`src/rtl/av2_dequant_pkg.sv`:
```
// Shared definitions for the inverse-quantization stage: FSM encoding,
// transform-size shifts, quantizer step offsets and output saturation limits.
package av2_dequant_pkg;

  typedef enum logic [2:0] {IDLE, LOAD, RUN, DRAIN, DONE_S} state_t;

  localparam logic [1:0] SHIFT_TX64 = 2'd2;
  localparam logic [1:0] SHIFT_TX32 = 2'd1;
  localparam logic [1:0] SHIFT_DEF  = 2'd0;

  localparam int DC_OFF    = 4;
  localparam int AC_OFF    = 4;
  localparam int COEFF_MAX = 32767;
  localparam int COEFF_MIN = -32768;

  // 64 does not fit the 6-bit size field; it arrives truncated as 0.
  function automatic logic [1:0] tx_shift(input logic [5:0] tx);
    case (tx)
      6'd0:    return SHIFT_TX64;
      6'd32:   return SHIFT_TX32;
      default: return SHIFT_DEF;
    endcase
  endfunction

endpackage

```
`src/rtl/av2_dq_scale_sat.sv`:
```
// Second pipeline stage datapath: transform-size shift of the unsigned product,
// sign restore and saturation to the signed coefficient range.
module av2_dq_scale_sat
  import av2_dequant_pkg::*;
#(
  parameter int COEFF_W = 16,
  parameter int PROD_W  = 26
) (
  input  logic [PROD_W-1:0]  prod,
  input  logic [1:0]         shift,
  input  logic               sign,
  output logic [COEFF_W-1:0] dq
);

  logic [PROD_W-1:0] m;

  // Shifting the magnitude (not the signed value) makes truncation round toward zero.
  always_comb begin
    m = prod >> shift;
    if (sign)
      dq = (m > PROD_W'(-COEFF_MIN)) ? COEFF_W'(COEFF_MIN) : COEFF_W'(-m);
    else
      dq = (m > PROD_W'(COEFF_MAX)) ? COEFF_W'(COEFF_MAX) : m[COEFF_W-1:0];
  end

endmodule

```
`src/rtl/av2_dequant.sv`:
```
// Inverse-quantization stage: scales each decoded coefficient by a DC/AC step
// from qindex, applies the transform-size shift and saturates, 2-stage pipeline.
module av2_dequant
  import av2_dequant_pkg::*;
#(
  parameter int COEFF_W = 16,
  parameter int ADDR_W  = 12,
  parameter int QSTEP_W = 10
) (
  input  logic               clk,
  input  logic               rst_n,
  input  logic               start,
  input  logic [7:0]         qindex,
  input  logic [5:0]         tx_size,
  input  logic [COEFF_W-1:0] coeff_in,
  input  logic [ADDR_W-1:0]  coeff_addr_in,
  input  logic               coeff_last_in,
  input  logic               coeff_valid_in,
  output logic               coeff_ready_out,
  output logic [COEFF_W-1:0] dq_out,
  output logic [ADDR_W-1:0]  dq_addr,
  output logic               dq_last,
  output logic               dq_valid,
  input  logic               dq_ready,
  output logic [ADDR_W:0]    num_dq,
  output logic               done
);

  localparam int PROD_W = COEFF_W + QSTEP_W;
  localparam int STAGES = 2;

  state_t               state;
  logic [7:0]           q_idx;
  logic [5:0]           tx;
  logic [QSTEP_W-1:0]   dc_q, ac_q, step;
  logic [1:0]           shift;
  logic [STAGES:1]      vld_pipe;
  logic                 s1_sign, s1_last;
  logic [PROD_W-1:0]    s1_prod;
  logic [ADDR_W-1:0]    s1_addr;
  logic [COEFF_W-1:0]   mag, sat_dq;
  logic                 advance, accept;

  assign advance         = !vld_pipe[2] || dq_ready;
  assign coeff_ready_out = (state == RUN) && (!vld_pipe[1] || advance);
  assign accept          = coeff_valid_in && coeff_ready_out;
  assign dq_valid        = vld_pipe[2];
  // Unsigned magnitude so -32768 becomes 32768 without overflow.
  assign mag  = coeff_in[COEFF_W-1] ? (~coeff_in + COEFF_W'(1)) : coeff_in;
  assign step = (coeff_addr_in == '0) ? dc_q : ac_q;

  // S1 may refill while S2 is stalled as long as S1 itself is empty.
  always_ff @(posedge clk or negedge rst_n) begin
    if (!rst_n) begin
      vld_pipe <= '0;
      s1_sign  <= 1'b0;
      s1_last  <= 1'b0;
      s1_prod  <= '0;
      s1_addr  <= '0;
      dq_out   <= '0;
      dq_addr  <= '0;
      dq_last  <= 1'b0;
    end else begin
      if (!vld_pipe[1] || advance) begin
        vld_pipe[1] <= accept;
        if (accept) begin
          s1_sign <= coeff_in[COEFF_W-1];
          s1_prod <= PROD_W'(mag) * PROD_W'(step);
          s1_addr <= coeff_addr_in;
          s1_last <= coeff_last_in;
        end
      end
      if (advance) begin
        vld_pipe[2] <= vld_pipe[1];
        dq_out      <= sat_dq;
        dq_addr     <= s1_addr;
        dq_last     <= s1_last;
      end
    end
  end

  av2_dq_scale_sat #(.COEFF_W(COEFF_W), .PROD_W(PROD_W)) u_sat (
    .prod  (s1_prod),
    .shift (shift),
    .sign  (s1_sign),
    .dq    (sat_dq)
  );

  always_ff @(posedge clk or negedge rst_n) begin
    if (!rst_n) begin
      state  <= IDLE;
      q_idx  <= '0;
      tx     <= '0;
      dc_q   <= '0;
      ac_q   <= '0;
      shift  <= '0;
      num_dq <= '0;
      done   <= 1'b0;
    end else begin
      done <= 1'b0;
      if (vld_pipe[2] && dq_ready) num_dq <= num_dq + (ADDR_W+1)'(1);
      case (state)
        IDLE: if (start) begin
          q_idx  <= qindex;
          tx     <= tx_size;
          num_dq <= '0;
          state  <= LOAD;
        end
        LOAD: begin
          dc_q  <= QSTEP_W'(DC_OFF) + QSTEP_W'(q_idx);
          ac_q  <= QSTEP_W'(AC_OFF) + QSTEP_W'(q_idx) + QSTEP_W'(q_idx[7:2]);
          shift <= tx_shift(tx);
          state <= RUN;
        end
        RUN: if (accept && coeff_last_in) state <= DRAIN;
        DRAIN: if (vld_pipe[2] && dq_ready && dq_last) begin
          state <= DONE_S;
          done  <= 1'b1;
        end
        DONE_S: state <= IDLE;
        default: state <= IDLE;
      endcase
    end
  end

endmodule

```
`config.mk`:
```
export PLATFORM = sky130hd
export DESIGN_NAME = av2_dequant
export DESIGN_NICKNAME = d
export VERILOG_FILES = /design/src/rtl/av2_dequant_pkg.sv /design/src/rtl/av2_dq_scale_sat.sv /design/src/rtl/av2_dequant.sv
export SDC_FILE = /design/constraint.sdc
export NUM_CORES = 1
export LEC_CHECK = 0
export CORE_ASPECT_RATIO = 0.6
export CORE_MARGIN = 2
export CORE_UTILIZATION = 45
export DETAILED_ROUTE_END_ITERATION = 7
export DONT_BUFFER_PORTS = 1
export SKIP_LAST_GASP = 1
export SYNTH_ARGS = -nofsm -noshare
export SYNTH_HDL_FRONTEND = slang
export SYNTH_SLANG_ARGS = --single-unit
export TNS_END_PERCENT = 100
```
`constraint.sdc`:
```
create_clock -name clk -period 12.2 [get_ports clk]
set_input_delay 3.05 -clock clk [delete_from_list [all_inputs] [get_ports clk]]
set_output_delay 3.05 -clock clk [all_outputs]
set_load 0.03 [all_outputs]
```
Word level (Yosys, flattened, before mapping)
Index checks and enable logic that the tools add are counted.
- add/sub/neg operators: 5
- $mul: 1
- div/mod/pow operators: 0
- $lt $le $gt $ge: 2
- equal/unequal tests: 7
- shift-type cells: 1
- multiplexer cells: 15
- bitwise operators: 1
- reductions and logical operators: 15
- operators with widths (cell ; number):
    $mux W16 ; 4
    $mux W13 ; 3
    $gt A26 B15 Y1 const B ; 1
    $gt A26 B16 Y1 const B ; 1
    $mul A16 B10 Y26 ; 1
    $shr A26 B2 Y26 ; 1
    $add A16 B1 Y16 const B ; 1
    $neg A16 Y16 ; 1
    $not A16 Y16 ; 1
    $add A13 B1 Y13 const B ; 1
    $logic_not A12 Y1 ; 1
    $pmux W3 S4 ; 1
    $add A9 B6 Y10 ; 1
    $mux W10 ; 1
    $add A3 B8 Y9 const A ; 1
    $mux W3 ; 3
    $eq A3 B2 Y1 const B ; 2
    $eq A6 B6 Y1 const B ; 1
    $logic_not A6 Y1 ; 1
    $logic_and A1 B1 Y1 ; 5
    $ne A2 B2 Y1 const B ; 2
    $pmux W2 S2 ; 1
    $reduce_and A2 Y1 ; 2
    $eq A3 B1 Y1 const B ; 1
    other kinds (6) ; 9
- bits in registers: 124
- bits in latches: 0
- bits in writable memories: 0
- memory bits (read-only): 0
- output and inout bits: 45
- word-level logic and storage cells: 64
- memories kept: 0

Longest topological paths before layout
- word-level depth: 8
- gate-level depth with buffers: 25
- depth with buffers taken out: 24

Hierarchy
Synthesis repeated with hierarchy kept, for this count alone.
- cell total of the unflattened synthesis: 1241
- area total of the unflattened synthesis: 11651.2 µm²
- by module, submodules not included (module ; times used ; cells each ; area each (µm²) ; sequential area each (µm²)):
    av2_dequant ; 1 ; 1095 ; 10475.0 ; 3078.0
    av2_dq_scale_sat ; 1 ; 146 ; 1176.1 ; 0.0

Worst setup path after synthesis
No wires, ideal clock.
- path kind: input-to-reg
- start point: in coeff_addr_in[2]
- end point: reg s1_prod[23]
- setup time: 124 ps
- data arrival time: 9160 ps
- path slack: 2916 ps
- stages on the path: 22
- buffers on the path: 3
- cells stage by stage: nor4_1 nand3_1 buf_1 mux2i_1 clkbuf_1 nor2_1 fa_1 fa_1 fa_1 fa_1 inv_1 fa_1 inv_1 ha_1 clkbuf_1 a21oi_1 o221ai_1 o311a_1 a211oi_1 o31a_1 nor4_1 a211o_1
- longest elaborated chain between the ends: 3
- RTL lines (element ; line ; RTL):
    start: declaration ; av2_dequant.sv:16 ; input logic [ADDR_W-1:0] coeff_addr_in,
    $logic_not A12 Y1 ; av2_dequant.sv:50 ; assign step = (coeff_addr_in == '0) ? dc_q : ac_q;
    $mux W10 ; av2_dequant.sv:50 ;
    $mul A16 B10 Y26 ; av2_dequant.sv:68 ; s1_prod <= PROD_W'(mag) * PROD_W'(step);
    end signal: assignment ; av2_dequant.sv:68 ;
    end: declaration ; av2_dequant.sv:39 ; logic [PROD_W-1:0] s1_prod;
No other way between the ends.
A chain may end at the register's enable or synchronous reset.

Worst setup path in the final report
- start point: in coeff_addr_in[4]
- end point: reg s1_prod[23]
Same word-level chain as after synthesis.

==> out/qor.txt <==
Outcome - complete, no violations
Worst Path Buf+Inv - 4
Routed WL per cell - 17.09 µm
Die ar. - 27280 µm²
Vias in the first global route - 8629
Vias/cell - 5.480
Area Overhead vs Synth - 7.633%
Post-synthesis cell area - 11670 µm²
Global-route wire length before repair - 46020 µm
Via Count - 8894
Antenna violations before repair - 0
Crit path kind - input pin to flip-flop
Crit path DAT - 9.94 ns
Drt first pass iters - 5
Final non-filler cell area - 12560 µm²
Highest-count cells in the layout ignoring fill and taps - nand2_1 (203), inv_1 (128), dfrtp_1 (123)
Root Driver - clkbuf_16
Most frequent CP cell - fa_1
Post-synthesis average cell area - 9.168 µm²
Clk_lat worst skew - 0.43 ns
Post-DP HPWL - 21720 µm
CP max stage cell - mux2i_1
Critical path startpoint category - input pin
Post-CTS Hold Fix Bufs - 0
I/O Pins - 93
Required time worst endpoint - 12.50 ns
Synth Instances - 1273
Register area share after synthesis - 26.37%
Quantity of I/O buffers inserted on ports - 0
TritonCTS Buffers - 17
RSZ-0062 raised after global routing - false
TNS Setup - 0 ns
Post-synth EDFFs - 0
Layout cells sized above 1 - 8.025%
Initial Utilization - 45.96%
Hold Crit Class - flip-flop to flip-flop
CTS Buffer Depth - 2
Iter 0 DRT Violations - 629
Antenna Nets Post-Route - 0
Routed WL - 27740 µm
Nets - 1489
Dpl ws - 2.168 ns
Core area - 25390 µm²
Maximum fanout along the worst path - 13
H-tree levels - 4
CP Depth - 20
Worst-Margin Slew - 1.134 ns
Area of placed instances - 11970 µm²
Fin Clk Skew - 0.01615 ns
Max-slew headroom - 23.84%
Row Count - 45
Syn_nets - 1503
Global route overflow - 0
Tcrit/Tclk final - 79.04%
Worst Hold Depth - 1
Die Width - 211.9 µm
RePlAce Congestion - 0.8857
Peak Freq - 0.1037 GHz
Post_cts resized - 0
Max-cap violations - 0
DRC - 0
Final Hold Viols - 0
CP endpoint kind - flip-flop
Critical path's largest stage delay - 0.83 ns
TritonCTS clock tree - done
Post-synth top flop - dfrtp_1
Worst Slack Setup Final - 2.557 ns
N_diodes - 0
CTS clk-pin slew, worst paths - 0.05 ns
Clock Sinks - 123
Die Y - 128.7 µm
Post-synthesis cell type count - 70
Largest net degree at the start of global routing - 124
Final setup vio count - 0
Max Slew Vio Count - 0
CP cell instances - nor4_1, nand3_1, mux2i_1, buf_4, nor2_1, fa_1, fa_1, fa_1, fa_1, inv_1, fa_1, inv_1, ha_1, inv_1, o221ai_1, o311a_1, a211oi_1, o31a_1, nor4_1, a211o_1
Commonest non-fill, non-tap cell in the layout - nand2_1
Cells on worst reg2reg path - 18
Yosys warnings - 0
Min Tclk post-route - 9.643 ns
Seq cells post-synth - 123
GRT Total Usage - 21.44%
CP delay by family, top - adder cells
Post-CTS setup buffers - 0
Ys async rst share - 100.0%
## final timing paths
kind | from | endpoint | slack (ns)
max | coeff_addr_in[4] | s1_prod[23] | 2.56
min | vld_pipe[1] | vld_pipe[2] | 0.46
max reg2reg | ac_q[5] | s1_prod[23] | 6.00
min reg2reg | vld_pipe[1] | vld_pipe[2] | 0.46
max in group asynchronous | rst_n | s1_prod[12] | 9.57
min in group asynchronous | rst_n | dq_out[7] | 2.33
## cells by family (layout without fill, tap and decap cells)
family                     after synthesis  after routing  synth area share [%]
AOI/OAI and AO/OA                      198            198                 10.68
buffers and inverters                  177            175                 6.368
DFF                                    123            123                 26.37
xor gates and xnor gates                59             59                 4.427
muxes                                   78             78                 7.912
and+or+nand+nor                        456            456                 17.59
adders and majority gates              182            182                 26.65
## layer usage
| metal | GRT usage, % | up-vias | wire [µm] |
|---|---|---|---|
| met1 | 33.85 | 4435 | 14260 |
| met4 | 3.480 | 0 | 143 |
| met2 | 30.09 | 242 | 11620 |
| met5 | 0 | - | 0 |
| met3 | 4.760 | 12 | 1721 |
| li1 | - | 4205 | - |
## synth_stat cells (3+ instances only)
cell | n | area share [%]
nand2_1 | 204 | 6.6
inv_1 | 128 | 4.1
dfrtp_1 | 123 | 26
nor2_1 | 121 | 3.9
fa_1 | 111 | 19
ha_1 | 71 | 7.6
o21ai_0 | 69 | 3.0
a21oi_1 | 48 | 2.1
mux2_2 | 48 | 4.6
clkbuf_1 | 32 | 1.0
xor2_1 | 30 | 2.3
xnor2_1 | 29 | 2.2
mux2i_1 | 24 | 2.1
nand2b_1 | 22 | 1.2
nand3_1 | 16 | 0.69
nor2b_1 | 14 | 0.75
nor3_1 | 13 | 0.56
and2_1 | 12 | 0.64
and3_1 | 12 | 0.64
a21o_1 | 11 | 0.71
or3_1 | 11 | 0.59
a31oi_1 | 9 | 0.48
a211oi_1 | 7 | 0.45
o31ai_1 | 7 | 0.45
nor4_1 | 6 | 0.32
buf_1 | 5 | 0.16
nand4_1 | 5 | 0.27
o21a_1 | 5 | 0.32
a211o_1 | 4 | 0.30
buf_6 | 4 | 0.39
clkbuf_8 | 4 | 0.47
mux4_1 | 4 | 0.90
nor3b_1 | 4 | 0.26
o211ai_1 | 4 | 0.26
o221ai_1 | 4 | 0.30
o22ai_1 | 4 | 0.21
nand3b_1 | 3 | 0.19
o21bai_1 | 3 | 0.19
o41ai_1 | 3 | 0.23
## per-stage QoR
step	hold slack (ns)	std cells	utilization, %
after floorplan	0.4346	1273	-
after global placement	0.4446	1592	47.13
after detailed placement	0.4594	1592	47.13
after CTS	0.4642	1623	49.47
after global routing	0.4948	1623	49.47
final	0.4584	1623	49.47
## worst register-to-register path: cells and delay by family, from the launching register on
family	cells	cell delay, ns
AOI/OAI and AO/OA	5	1.46
adders and majority gates	6	2.96
buffers and inverters	4	0.51
DFF	1	0.42
muxes	1	0.61
and+or+nand+nor	2	0.13
## registers in the layout (all words and copies together), names as in the netlist
signal / count
s1_prod: 26
dq_out: 16
num_dq: 13
dq_addr: 12
s1_addr: 12
ac_q: 10
dc_q: 9
q_idx: 8
tx: 6
state: 3
shift: 2
vld_pipe: 2
done: 1
dq_last: 1
s1_last: 1
s1_sign: 1
## layout make-up
type	count	area, µm²
Multi-Input combinational cell	973	7853
Fill cell	2436	12830
Timing Repair Buffer	15	112.6
Sequential cell	123	3078
Clock buffer	21	450.4
Inverter	129	484.2
Tap cell	352	440.4
Clock inverter	10	143.9
Power is not shown: default switching activity piles up to over one toggle a cycle in this logic, so the estimate is an artifact.
==> RTL change 1 (same flow settings) <==
Set the parameter `ADDR_W` to 10 (it was 12).
--- a/src/rtl/av2_dequant.sv
+++ b/src/rtl/av2_dequant.sv
@@ -5,5 +5,5 @@
 #(
   parameter int COEFF_W = 16,
-  parameter int ADDR_W  = 12,
+  parameter int ADDR_W  = 10,
   parameter int QSTEP_W = 10
 ) (
Ports: changed (resized coeff_addr_in, dq_addr and num_dq); port bits go from 93 to 87. The function was not compared with the original's and may differ.
==> RTL change 1 against the original RTL <==
Synthesized area down 4.9%. Via count down 5.9%. Hold slack better by 3.6 ps. Critical endpoint is now s1_prod[25]. Sequential share of layout area down 0.14 points. Synthesized cell count down 2.3%. Cell area down 4.3%. Wire length down 5.9%. Non-clock buffer count down 3. Sequential cell count down 6. First-iteration DRC count down 35%. Setup slack worse by 37 ps.
Power is not shown: default switching activity piles up to over one toggle a cycle in this logic, so the estimate is an artifact.
==> RTL change 1: results (changes against the original RTL) <==
stage,metric,value,unit,change
clocking,clockBufferDepth,2,,unchanged
placed_design,hpwl,20600,µm,-5.1%
clocking,cts_made_buffers,17,,unchanged
clocking,cts.repair.resized,0,,unchanged
cells_and_area,antenna_cells,0,,unchanged
grt,antenna_found_initial,0,,unchanged
route,dr.pass1.iters,5,,unchanged
yosys,synth_area_leaders,"dfrtp_1 (26%), fa_1 (20%), ha_1 (8.0%), nand2_1 (7.9%), nor2_1 (4.7%)",,
grt,grt_pass1_wl,43700,µm,-5.1%
clocking,post_cts_buffers,0,,unchanged
clocking,cts-root-buf,clkbuf_16,,
yosys,syn_nets,1472,,-2.1%
min_path,min-delay-path-class,reg -> reg,,
clocking,cts.htree.levels,4,,unchanged
grt,grt_pass1_vias,8158,,-5.5%
yosys,yosys_warnings,0,,unchanged
sta,fin_skew,13.7,ps,-2.45 ps
cells_and_area,fillers,2311,,-5.1%
setup_path,max_stage_delay,900,ps,+70 ps
route,vias,8369,,-5.9%
yosys,ys_seq_area_frac,0.264,,about the same
setup_path,slowest_stage,mux2i_1,,
placed_design,place.gp.congestion,0.891,,+0.56%
grt,grt_max_degree,118,,-4.8%
clocking,clk_latency,430,ps,about the same
sta,slew_headroom,0.0902,,-0.148
yosys,async_flop_share,1.00,,unchanged
yosys,yosys-top-cells-count,"nand2_1 (234), nor2_1 (138), inv_1 (125)",,
placed_design,place_area,11400,µm²,-4.7%
cells_and_area,largest_registers,"s1_prod x26, dq_out x16, num_dq x11",,
yosys,yosys_most_used_dff,dfrtp_1,,
clocking,cts_hold_buffers,0,,unchanged
cells_and_area,drive_gt1_frac,0.0658,,-0.0144
setup_path,cpLargestDelayFamily,adder cells,,
route,first_iter_violations,406,,-35%
grt,grtUsageTotal,0.215,,+0.000465
route,wl_per_cell,16.6,µm,-2.6%
setup_path,path_max_fanout,12,,-1
placed_design,portBuffers,0,,unchanged
status,outcome,"complete, no violations",,
yosys,yosys.cell_types.count,73,,+4.3%
clocking,path_clk_slew,60,ps,
setup_path,crit_arrival,9970,ps,+30 ps
==> RTL change 1: cell count changes after synthesis, moves of 6 or more <==
cell     before  now
a21oi_1      48   39
dfrtp_1     123  117
mux2_2       48   20
nand2_1     204  234
nor2_1      121  138
o21ai_0      69   52
==> RTL change 1: cell families (layout without fill, tap and decap cells) <==
group,after synthesis,in the layout,synth area share
and+or+nand+nor,488,488,0.193
muxes,54,54,0.0547
DFF,117,117,0.264
xor gates and xnor gates,61,61,0.0482
AOI/OAI and AO/OA,172,172,0.100
buffers and inverters,170,172,0.0598
adders and majority gates,182,182,0.280
==> RTL change 1: final cells by class <==
| class | instances | area (µm²) | area share |
|---|---|---|---|
| clock buffer | 19 | 443 | 0.0368 |
| clock inverter | 13 | 173 | 0.0144 |
| inverter | 128 | 480 | 0.0400 |
| multi-input combinational | 957 | 7500 | 0.624 |
| sequential | 117 | 2930 | 0.244 |
| tap | 322 | 403 | 0.0335 |
| timing repair buffer | 12 | 90.1 | 0.00749 |
==> RTL change 1: final timing paths <==
kind                            cells after the start              from  slack, ps           to
worst max-delay path                               22  coeff_addr_in[3]       2520  s1_prod[25]
worst min-delay path                                1       vld_pipe[1]        460  vld_pipe[2]
worst max register to register                     20           ac_q[4]       5870  s1_prod[25]
worst min register to register                      1       vld_pipe[1]        460  vld_pipe[2]
max in group asynchronous                           0             rst_n       9660        tx[0]
min in group asynchronous                           0             rst_n       2310    dq_out[4]
==> RTL change 1: routing by layer <==
metal / vias to the layer above / GRT usage / wire, µm
li1: 4055 / - / -
met1: 4138 / 0.342 / 13700
met4: 0 / 0.0455 / 174
met2: 164 / 0.296 / 10900
met5: - / 0 / 0
met3: 12 / 0.0466 / 1390
==> RTL change 1: metrics by stage <==
stage,setup WS (ps),std cells
after floorplan,3190,1244
after global placement,2190,1536
after detailed placement,2090,1536
after CTS,2530,1568
after global routing,2080,1568
final,2520,1568
==> RTL change 2 (config.mk and constraints unchanged) <==
Without the edit above. Make the reset (`rst_n`) synchronous in 2 clocked blocks.
--- a/src/rtl/av2_dequant.sv
+++ b/src/rtl/av2_dequant.sv
@@ -51,5 +51,5 @@
 
   // S1 may refill while S2 is stalled as long as S1 itself is empty.
-  always_ff @(posedge clk or negedge rst_n) begin
+  always_ff @(posedge clk) begin
     if (!rst_n) begin
       vld_pipe <= '0;
@@ -87,5 +87,5 @@
   );
 
-  always_ff @(posedge clk or negedge rst_n) begin
+  always_ff @(posedge clk) begin
     if (!rst_n) begin
       state  <= IDLE;
Formal check against the unedited RTL: differs if rst_n is asserted again (counterexample within 4 cycles, from zero or initial values and one cycle with rst_n low); with rst_n held inactive, the same outputs for 4 cycles.
==> RTL change 2 against the original RTL <==
Final cell count rose by 4.7%. Synthesized area fell by 3.1%. Critical path type unchanged. Cell area fell by 2.8%. First-iteration DRC count rose by 17%. Sequential cell count did not move. Wire length rose by 7.2%. Setup slack got worse by 5.8 ps. Highest routed layer unchanged.
Power is left out: it rests on default switching activity, and per cell area and clock period it moved more than threefold.
==> RTL change 2: results (changes against the original RTL) <==
stage,metric,value,unit,change
status,outcome,"complete, no violations",,
cells_and_area,clock_area_frac,0.0530,,+0.00565
yosys,synth_compound_area_frac,0.131,,+0.0240
placed_design,hpwl,23100,µm,+6.3%
grt,grt_max_degree,70,,-44%
setup_path,r2r.worst_path.cells,19,,+1
cells_and_area,drive_gt1_frac,0.0603,,-0.0200
route,vias,9509,,+6.9%
sta,slew_headroom,0.0585,,-0.180
yosys,synthXorXnorAreaFrac,0.0495,,+0.00527
grt,gr-usage-met1,0.375,,+0.0363
setup_path,crit_arrival,10000,ps,+60 ps
setup_path,max_stage_delay,1040,ps,+210 ps
setup_path,reg2reg_to,s1_prod[25],,
setup_path,path_max_fanout,17,,+4
setup_path,timing.rr.start,ac_q[6],,
sta,fin_skew,8.52,ps,-7.63 ps
cells_and_area,seq_share,0.202,,-0.0434
cells_and_area,multi_input_cells,1067,,+9.7%
min_path,whs_path_depth,2,,+1
setup_path,r2r_slack,5670,ps,-330 ps
yosys,yosys_most_used_dff,dfxtp_1,,
route,viasPerCell,5.60,,+2.1%
yosys,synth_area_leaders,"dfxtp_1 (22%), fa_1 (20%), nand2_1 (8.2%), ha_1 (7.9%), a21oi_1 (4.9%)",,
grt,grt_pass1_vias,9386,,+8.8%
yosys,yosys-top-cells-count,"nand2_1 (247), inv_1 (142), nor2_1 (139)",,
min_path,min_to,dc_q[3],,
cells_and_area,nNonClkBuffers,11,,-4
yosys,muxShareOfSynthArea,0.0534,,-0.0257
min_path,min-delay-start,dc_q[3],,
cells_and_area,fin_nets,1594,,+7.1%
sta,holdWs,453,ps,-5.32 ps
## RTL change 2: cell types whose count changed in the layout (fill, tap and decap cells not counted), sizes merged, moves of 4 or more
cell	unedited run	this run
nor2b	14	7
nand2b	22	18
buf	15	11
o21ai	71	58
nand3	17	38
dfxtp	0	123
inv	128	150
mux2	49	15
dfrtp	123	0
a21oi	48	113
nor2	122	140
nand2	204	247
o31ai	8	3
## RTL change 2: per-stage QoR
stage	area [µm²]	setup WS, ps
after floorplan	11300	3140
after global placement	11600	2320
after detailed placement	11600	2270
after CTS	12200	2720
after global routing	12200	2070
final	12200	2550
## RTL change 2: worst max path at each step
stage	startpoint	to	slack, ps	cells past startpoint
after global placement	coeff_addr_in[11]	s1_prod[16]	2320	21
final	coeff_addr_in[11]	s1_prod[25]	2550	22
after global routing	coeff_addr_in[11]	s1_prod[16]	2070	21
after detailed placement	coeff_addr_in[11]	s1_prod[16]	2270	20
after CTS	coeff_addr_in[11]	s1_prod[16]	2720	20
after floorplan	coeff_in[3]	s1_prod[25]	3140	24
